[src/rtl/tone_sched_pkg.sv]
// Shared types and constants for the memory-game tone scheduler.
// Effect jingles live here so the sequencer stays pattern-agnostic.
package tone_sched_pkg;

    typedef enum logic [2:0] {
        ST_IDLE,
        ST_NOTE,
        ST_GAP,
        ST_ECHO,
        ST_FX
    } state_t;

    typedef enum logic [1:0] {
        OWN_NONE = 2'd0,
        OWN_PB   = 2'd1,
        OWN_KEY  = 2'd2,
        OWN_FX   = 2'd3
    } owner_t;

    localparam logic [3:0] NOTE_SILENT = 4'd0;

    localparam int unsigned MISS_LEN  = 3;
    localparam int unsigned WIN_LEN   = 4;
    localparam int unsigned FX_STEP_W = 2;

    // Miss = {1,0,1}, win = {1,3,5,8}; out-of-range steps are silent.
    function automatic logic [3:0] fx_note(input logic win, input logic [FX_STEP_W-1:0] step);
        logic [3:0] n;
        case ({win, step})
            3'b0_00: n = 4'd1;
            3'b0_01: n = 4'd0;
            3'b0_10: n = 4'd1;
            3'b1_00: n = 4'd1;
            3'b1_01: n = 4'd3;
            3'b1_10: n = 4'd5;
            3'b1_11: n = 4'd8;
            default: n = NOTE_SILENT;
        endcase
        return n;
    endfunction

    function automatic logic [FX_STEP_W-1:0] fx_last(input logic win);
        return win ? FX_STEP_W'(WIN_LEN - 1) : FX_STEP_W'(MISS_LEN - 1);
    endfunction

endpackage

[src/rtl/tone_scheduler_tick_prescaler.sv]
// Restartable clock divider: one-cycle tick every TICK_DIV enabled clocks.
// Restart zeroes the phase so a new state always gets a full first tick.
module tick_prescaler #(
    parameter int unsigned TICK_DIV = 50000
) (
    input  logic clk,
    input  logic reset,
    input  logic restart,
    input  logic enable,
    output logic tick_c
);

    localparam int unsigned CNT_W = (TICK_DIV > 1) ? $clog2(TICK_DIV) : 1;
    localparam logic [CNT_W-1:0] CNT_LAST = CNT_W'(TICK_DIV - 1);

    logic [CNT_W-1:0] cnt;

    always_ff @(posedge clk or posedge reset) begin
        if (reset) begin
            cnt <= '0;
        end else if (restart) begin
            cnt <= '0;
        end else if (enable) begin
            cnt <= (cnt == CNT_LAST) ? '0 : cnt + CNT_W'(1);
        end
    end

    assign tick_c = enable && !restart && (cnt == CNT_LAST);

endmodule

[src/rtl/tone_scheduler.sv]
// Arbitrates piezo/LED note outputs among effects, keypad echo and playback,
// and times playback notes (note then gap) and effect steps in ticks.
module tone_scheduler
    import tone_sched_pkg::*;
#(
    parameter int unsigned TICK_DIV   = 50000,
    parameter int unsigned NOTE_TICKS = 300,
    parameter int unsigned GAP_TICKS  = 100,
    parameter int unsigned FX_TICKS   = 150
) (
    input  logic       clk,
    input  logic       reset,
    input  logic       pb_valid,
    input  logic [3:0] pb_note,
    output logic       pb_ready,
    output logic       pb_done,
    input  logic       key_down,
    input  logic [3:0] key_note,
    input  logic       fx_req,
    input  logic       fx_sel,
    output logic       fx_done,
    output logic [3:0] piezo_out,
    output logic [3:0] led_out,
    output logic [1:0] owner,
    output logic       busy
);

    localparam int unsigned MAX_NG    = (NOTE_TICKS > GAP_TICKS) ? NOTE_TICKS : GAP_TICKS;
    localparam int unsigned MAX_TICKS = (MAX_NG > FX_TICKS) ? MAX_NG : FX_TICKS;
    localparam int unsigned TCNT_W    = $clog2(MAX_TICKS + 1);

    localparam logic [TCNT_W-1:0] NOTE_LAST = TCNT_W'(NOTE_TICKS - 1);
    localparam logic [TCNT_W-1:0] GAP_LAST  = TCNT_W'(GAP_TICKS - 1);
    localparam logic [TCNT_W-1:0] FX_LAST   = TCNT_W'(FX_TICKS - 1);

    state_t                 state;
    logic [TCNT_W-1:0]      tcnt;
    logic [FX_STEP_W-1:0]   fx_step;
    logic                   fx_win;
    logic                   tick_c;
    logic                   restart_c;
    logic                   enable_c;
    logic [TCNT_W-1:0]      phase_last_c;
    logic                   phase_end_c;

    // Divider idles in IDLE/ECHO and is cleared on the edge that aborts into FX.
    assign restart_c = (state == ST_IDLE) || (state == ST_ECHO) ||
                       (fx_req && ((state == ST_NOTE) || (state == ST_GAP)));
    assign enable_c  = (state == ST_NOTE) || (state == ST_GAP) || (state == ST_FX);

    tick_prescaler #(
        .TICK_DIV (TICK_DIV)
    ) u_prescaler (
        .clk     (clk),
        .reset   (reset),
        .restart (restart_c),
        .enable  (enable_c),
        .tick_c  (tick_c)
    );

    always_comb begin
        phase_last_c = FX_LAST;
        case (state)
            ST_NOTE: phase_last_c = NOTE_LAST;
            ST_GAP:  phase_last_c = GAP_LAST;
            default: phase_last_c = FX_LAST;
        endcase
    end

    assign phase_end_c = tick_c && (tcnt == phase_last_c);
    assign pb_ready    = (state == ST_IDLE) && !fx_req && !key_down;
    assign led_out     = piezo_out;

    always_ff @(posedge clk or posedge reset) begin
        if (reset) begin
            state     <= ST_IDLE;
            tcnt      <= '0;
            fx_step   <= '0;
            fx_win    <= 1'b0;
            piezo_out <= NOTE_SILENT;
            owner     <= OWN_NONE;
            busy      <= 1'b0;
            pb_done   <= 1'b0;
            fx_done   <= 1'b0;
        end else begin
            pb_done <= 1'b0;
            fx_done <= 1'b0;
            if (tick_c) begin
                tcnt <= tcnt + TCNT_W'(1);
            end
            case (state)
                ST_IDLE: begin
                    tcnt <= '0;
                    if (fx_req) begin
                        state     <= ST_FX;
                        fx_step   <= '0;
                        fx_win    <= fx_sel;
                        piezo_out <= fx_note(fx_sel, '0);
                        owner     <= OWN_FX;
                        busy      <= 1'b1;
                    end else if (key_down) begin
                        state     <= ST_ECHO;
                        piezo_out <= key_note;
                        owner     <= OWN_KEY;
                        busy      <= 1'b1;
                    end else if (pb_valid) begin
                        state     <= ST_NOTE;
                        piezo_out <= pb_note;
                        owner     <= OWN_PB;
                        busy      <= 1'b1;
                    end
                end
                ST_NOTE, ST_GAP: begin
                    // Effects abort playback; the dropped note never reports done.
                    if (fx_req) begin
                        state     <= ST_FX;
                        tcnt      <= '0;
                        fx_step   <= '0;
                        fx_win    <= fx_sel;
                        piezo_out <= fx_note(fx_sel, '0);
                        owner     <= OWN_FX;
                    end else if (phase_end_c) begin
                        tcnt      <= '0;
                        piezo_out <= NOTE_SILENT;
                        if (state == ST_NOTE) begin
                            state <= ST_GAP;
                        end else begin
                            state   <= ST_IDLE;
                            owner   <= OWN_NONE;
                            busy    <= 1'b0;
                            pb_done <= 1'b1;
                        end
                    end
                end
                ST_ECHO: begin
                    tcnt <= '0;
                    if (fx_req) begin
                        state     <= ST_FX;
                        fx_step   <= '0;
                        fx_win    <= fx_sel;
                        piezo_out <= fx_note(fx_sel, '0);
                        owner     <= OWN_FX;
                    end else if (!key_down) begin
                        state     <= ST_IDLE;
                        piezo_out <= NOTE_SILENT;
                        owner     <= OWN_NONE;
                        busy      <= 1'b0;
                    end else begin
                        piezo_out <= key_note;
                    end
                end
                ST_FX: begin
                    if (phase_end_c) begin
                        tcnt <= '0;
                        if (fx_step == fx_last(fx_win)) begin
                            state     <= ST_IDLE;
                            piezo_out <= NOTE_SILENT;
                            owner     <= OWN_NONE;
                            busy      <= 1'b0;
                            fx_done   <= 1'b1;
                        end else begin
                            fx_step   <= fx_step + FX_STEP_W'(1);
                            piezo_out <= fx_note(fx_win, fx_step + FX_STEP_W'(1));
                        end
                    end
                end
                default: begin
                    state     <= ST_IDLE;
                    tcnt      <= '0;
                    piezo_out <= NOTE_SILENT;
                    owner     <= OWN_NONE;
                    busy      <= 1'b0;
                end
            endcase
        end
    end

endmodule

[config.mk]
export PLATFORM = sky130hd
export DESIGN_NAME = tone_scheduler
export DESIGN_NICKNAME = d
export VERILOG_FILES = /design/src/rtl/tone_sched_pkg.sv /design/src/rtl/tone_scheduler_tick_prescaler.sv /design/src/rtl/tone_scheduler.sv
export SDC_FILE = /design/constraint.sdc
export NUM_CORES = 1
export LEC_CHECK = 0
export CAP_MARGIN = 20
export CORE_ASPECT_RATIO = 1.5
export CORE_UTILIZATION = 62
export DETAILED_ROUTE_END_ITERATION = 8
export PLACE_DENSITY_LB_ADDON = 0.2
export RECOVER_POWER = 100
export REMOVE_ABC_BUFFERS = 1
export SYNTH_ARGS = -nofsm -noshare
export SYNTH_HDL_FRONTEND = slang
export SYNTH_HIERARCHICAL = 1
export SYNTH_SLANG_ARGS = --single-unit
[constraint.sdc]
create_clock -name clk -period 4.84 [get_ports clk]
set_clock_uncertainty 0.15 [all_clocks]
set_input_delay 1.452 -clock clk [delete_from_list [all_inputs] [get_ports clk]]
set_output_delay 1.452 -clock clk [all_outputs]
set_load 0.1 [all_outputs]
* Yosys cells after proc, flatten, opt, wreduce, memory -nomap -nowiden
Cells that the tools add are included.
Operators by class: reduce and logical (&&, ||, !) cells 26, divide/modulo/power cells 0, multiply operators 0, bitwise operators 0, shifts and indexed selects 0, multiplexer cells 64, $lt $le $gt $ge 0, equality and inequality tests 25, add/subtract/negate cells 3
Operators by type and width (number):
- 16-bit two-way mux | 3
- 4-bit two-way mux | 9
- 9-bit one-hot mux with 2 select lines | 2
- 4-bit one-hot mux with 4 select lines | 2
- 2-bit two-way mux | 14
- 3-bit two-way mux | 9
- 9-bit two-way mux | 3
- 1-bit two-way mux | 18
- 16-bit by 1-bit adder with 16-bit output, second input constant | 1
- 16-bit == test, second input constant | 1
- 3-bit == test, second input constant | 5
- 2-bit inequality test, second input constant | 7
- 3-bit one-hot mux with 4 select lines | 1
- 9-bit by 1-bit adder with 9-bit output, second input constant | 1
- 3-bit by 2-bit == test with 1-bit output, second input constant | 3
- 9-bit == test | 1
- 3-bit inequality test, second input constant | 3
- 2-bit one-hot mux with 4 select lines | 1
- 8-bit AND reduction | 1
- 1-bit logical AND | 6
- 3-bit zero test | 2
- 6-bit AND reduction | 1
- 5-bit AND reduction | 1
- 1-bit logical OR | 4
- other kinds (15) | 19
Storage, ports and cells: bits in latches 0, register bits after elaboration 40, input bits 14, bits in writable memories 0, output and inout bits 14, word-level logic and storage cells 128, memories 0, ROM bits 0

* Longest topological paths before layout
word-level depth 11, depth in mapped cells 12, depth with buffers taken out 10

* Cells and area by module
The synthesis kept the hierarchy.
By module, submodules not included:
- tone_scheduler | times used 1, cells each 183, seq. area each 600.6 µm², area an instance 1739.2 µm²
- tick_prescaler | times used 1, cells each 117, seq. area each 400.4 µm², area an instance 1068.5 µm²

* Worst setup path after synthesis
Ideal clock, no wire load.
kind input to output, start point input port key_down, end point output port pb_ready, arrival time 4666 ps, path buffers 2, slack -1428 ps, data required time 3238 ps, stages 3, path through clkbuf_8 > clkbuf_1 > nor4_1
Between the ends: cells in the longest elaborated chain, start to end 2
Ends and longest elaborated chain:
- start, declared | line tone_scheduler.sv:17 | input logic key_down,
- 1-bit zero test
- 1-bit logical AND | line tone_scheduler.sv:71 | assign pb_ready = (state == ST_IDLE) && !fx_req && !key_down;
- end, declared | line tone_scheduler.sv:15 | output logic pb_ready,
No other way between the ends.

* Final worst setup path
start point input port fx_req, end point output port pb_ready
Between the ends: cells in the longest elaborated chain, start to end 3
Ends and longest elaborated chain:
- start, declared | line tone_scheduler.sv:19 | input logic fx_req,
- 1-bit zero test | line tone_scheduler.sv:71
- 1-bit logical AND (2 in series) | line tone_scheduler.sv:71
No other way between the ends.

==> flow_metrics.py <==
metrics = {
    "synthesis": {
        "synth_ff_type": "dfrtp_1",
        "synthMuxAreaShare_pct": 4.19,
        "ys_ff_latch": 40,
        "synth-compound-area-share_pct": 18.6,
        "synth_xor_area_share_pct": 3.39,
        "synthAdderAreaFrac_pct": 2.67,
        "yosys.area_share.simple_pct": 26.2,
        "yosysWarnings": 6,
        "yosysUniqueCellTypes": 67,
        "synth_top_area_cell": "dfrtp_1",
        "async_flop_share_pct": 100,
        "synth_area_um2": 2810,
        "syn_inst": 300,
        "ys_seq_area_share_pct": 35.7,
        "synth_area_per_cell_um2": 9.36,
        "synth_edf_count": 0,
        "yosys-top-cells-area": "dfrtp_1, nand3_1, a31oi_1",
        "yosysTopAreaCellShare_pct": 35.7,
        "synth_top_family_by_area": "simple AND/OR/NAND/NOR gates",
    },
    "grt": {
        "grt_overflow": 0,
        "grt_max_degree": 25,
        "grt_pass1_wl_um": 10700,
        "grt_pass1_vias": 2293,
        "gr-usage-all-layers_pct": 28.3,
        "antenna_found_initial": 0,
    },
    "power": {
        "switching_share_pct": 54.2,
        "p_leak_nw": 1.38,
        "clkPwrFrac_pct": 13.4,
        "p_comb_share_pct": 60.7,
        "power_density_nw_per_um2": 666,
        "p_switching_mw": 1.11,
        "pwr-share-seq_pct": 25.9,
        "peakVddDrop_v": 0.000777,
        "p_int_mw": 0.934,
    },
    "routing": {
        "first_iter_violations": 153,
        "dr.pass1.iters": 7,
        "ant_nets": 0,
        "drc": 2,
        "finalWirelength_um": 6210,
        "vias": 2395,
        "via_per_inst": 6.60,
        "avgRoutedWirePerCell_um": 17.1,
    },
    "timing": {
        "final-hold-violation-count": 0,
        "rsz0062_at_grt": "false",
        "final.period_utilization_pct": 89.5,
        "worstMarginPinSlew_ps": 999,
        "relSlewSlack_pct": 33.2,
        "timing.fmax_mhz": 231,
        "setup_violations": 0,
        "slew_violations": 0,
        "period_needed_ps": 4330,
    },
    "floorplanning": {
        "die_area_um2": 4810,
        "rows": 29,
        "start_util_pct": 65.6,
        "ios": 28,
        "die_h_um": 84.4,
        "die_x_um": 56.9,
        "core_um2": 4280,
    },
    "min_path": {
        "min_to": "owner[0]",
        "holdPathStages": 2,
        "min-delay-start": "owner[0]",
        "hold_class": "reg -> reg",
    },
    "clock_tree": {
        "cts_hold_buf": 0,
        "cts_root_buf": "clkbuf_8",
        "cts_buffers": 5,
        "cts_max_level": 2,
        "clock_latency_ps": 300,
        "cts_tree": "built",
        "cts_resized": 0,
        "clk_pin_slew_ps": 80,
        "cts_setup_buffers": 0,
        "cts_sinks": 40,
        "clock_tree.buffer_depth": 2,
    },
    "layout": {
        "drive_gt1_share_pct": 10.4,
        "finalNonFillerCells": 363,
        "areaGrowthSynthToFinish_pct": 9.05,
        "nets": 336,
        "design_area_um2": 3060,
        "n_antenna_cell": 0,
    },
    "place": {
        "gp_congestion": 0.885,
        "dpl_cell_area_um2": 2980,
        "portBuffers": 27,
        "dp_hpwl_um": 4570,
        "placedCellCount": 355,
    },
    "setup_path": {
        "r2r-end": "led_out[3]",
        "worstReg2RegStart": "state[1]",
        "endpoint_kind": "output port",
        "reg2regPathDepth": 10,
        "arrival_ps": 2730,
        "r2r_slack_ps": 1230,
        "crit_path_start_kind": "input pin",
        "critical_path.max_fanout": 3,
        "path_class": "in -> out",
        "worstPathRequired_ps": 3240,
    },
    "run": {
        "cap_viol_max_count": 0,
    },
    "status": {
        "status": "complete, but fails checks",
        "violations": "design-rule violations",
    },
}
-- synth_stat cells (all sizes together), types with 9 or more instances --
| cell | count |
|---|---|
| a21oi | 9 |
| a31oi | 15 |
| buf | 13 |
| clkbuf | 10 |
| dfrtp | 40 |
| inv | 16 |
| nand2 | 23 |
| nand3 | 19 |
| nand4 | 9 |
| nor2 | 25 |
| o21ai | 12 |
-- worst max path at each step --
| stage | endpoint | cells past startpoint | startpoint |
|---|---|---|---|
| after floorplan | pb_ready | 1 | fx_req |
| after global placement | pb_ready | 3 | fx_req |
| after detailed placement | led_out[3] | 10 | fx_req |
| after CTS | pb_ready | 3 | fx_req |
| after global routing | pb_ready | 3 | fx_req |
| final | pb_ready | 3 | fx_req |
-- worst max-delay path, cell delays in order --
cell	delay [ps]
dlygate4sd3_1	570
nor4_1	470
buf_12	240
-- power by group through the flow --
stage	Clock [mW]	Combinational [mW]	Sequential [mW]
detailed placement	0	1.29	0.532
global placement	0	1.27	0.528
global route	0.290	1.34	0.543
CTS	0.279	1.29	0.526
finish	0.274	1.24	0.528
floorplan	0	0.655	0.807
-- cell type report --
cell class | instances | area (µm²)
timing repair buffer | 32 | 310
clock inverter | 3 | 42.5
fill | 338 | 1220
inverter | 16 | 60.1
clock buffer | 5 | 68.8
multi-input combinational | 221 | 1520
sequential | 40 | 1000
tap | 46 | 57.6
-- sequential cells by signal (all words and copies together), names as in the netlist --
| register | cells |
|---|---|
| fx_win | 1 |
| owner | 2 |
| fx_done | 1 |
| state | 3 |
| pb_done | 1 |
| tcnt | 9 |
| led_out | 4 |
| fx_step | 2 |
| busy | 1 |
| u_prescaler/cnt | 16 |
-- per-stage QoR --
| step | TNS, ps | hold slack, ps | setup slack (ps) | power, mW | utilization, % |
|---|---|---|---|---|---|
| after floorplan | -1170 | 330 | -1170 | 1.46 | - |
| after global placement | 0 | 351 | 657 | 1.79 | 69.6 |
| after detailed placement | 0 | 357 | 595 | 1.82 | 69.6 |
| after CTS | 0 | 377 | 631 | 2.10 | 72.2 |
| after global routing | 0 | 408 | 440 | 2.17 | 71.5 |
| final | 0 | 364 | 507 | 2.04 | 71.5 |
-- kinds of logic (layout without fill, tap and decap cells) --
kind of cell / Yosys count / in the layout
simple gates: 124 / 124
compound gates: 71 / 71
flops: 40 / 40
buf+inv: 39 / 56
xor+xnor: 10 / 10
mux: 10 / 10
fa+ha+maj: 6 / 6
-- cells in the final DEF, fill, tap and decap left out, types with 7 or more instances in the layout --
cell type	instances
and3_1	7
a31oi_1	15
nand3_1	19
nand2_1	23
nand2b_1	7
nand4_1	7
clkdlybuf4s50_1	11
a21oi_1	9
dlygate4sd3_1	15
dfrtp_1	40
inv_1	16
nor3_1	7
nor2_1	24
o22ai_1	7
o21ai_0	11
-- routing by layer --
metal	GRT usage, %	vias to the layer above	part of all wire (%)
met5	0	-	0
met4	12.9	0	2.8
met3	3.39	16	3.8
met2	50.3	90	54
met1	33.6	1154	40
li1	-	1135	-
(Power assumes the default switching activity.)
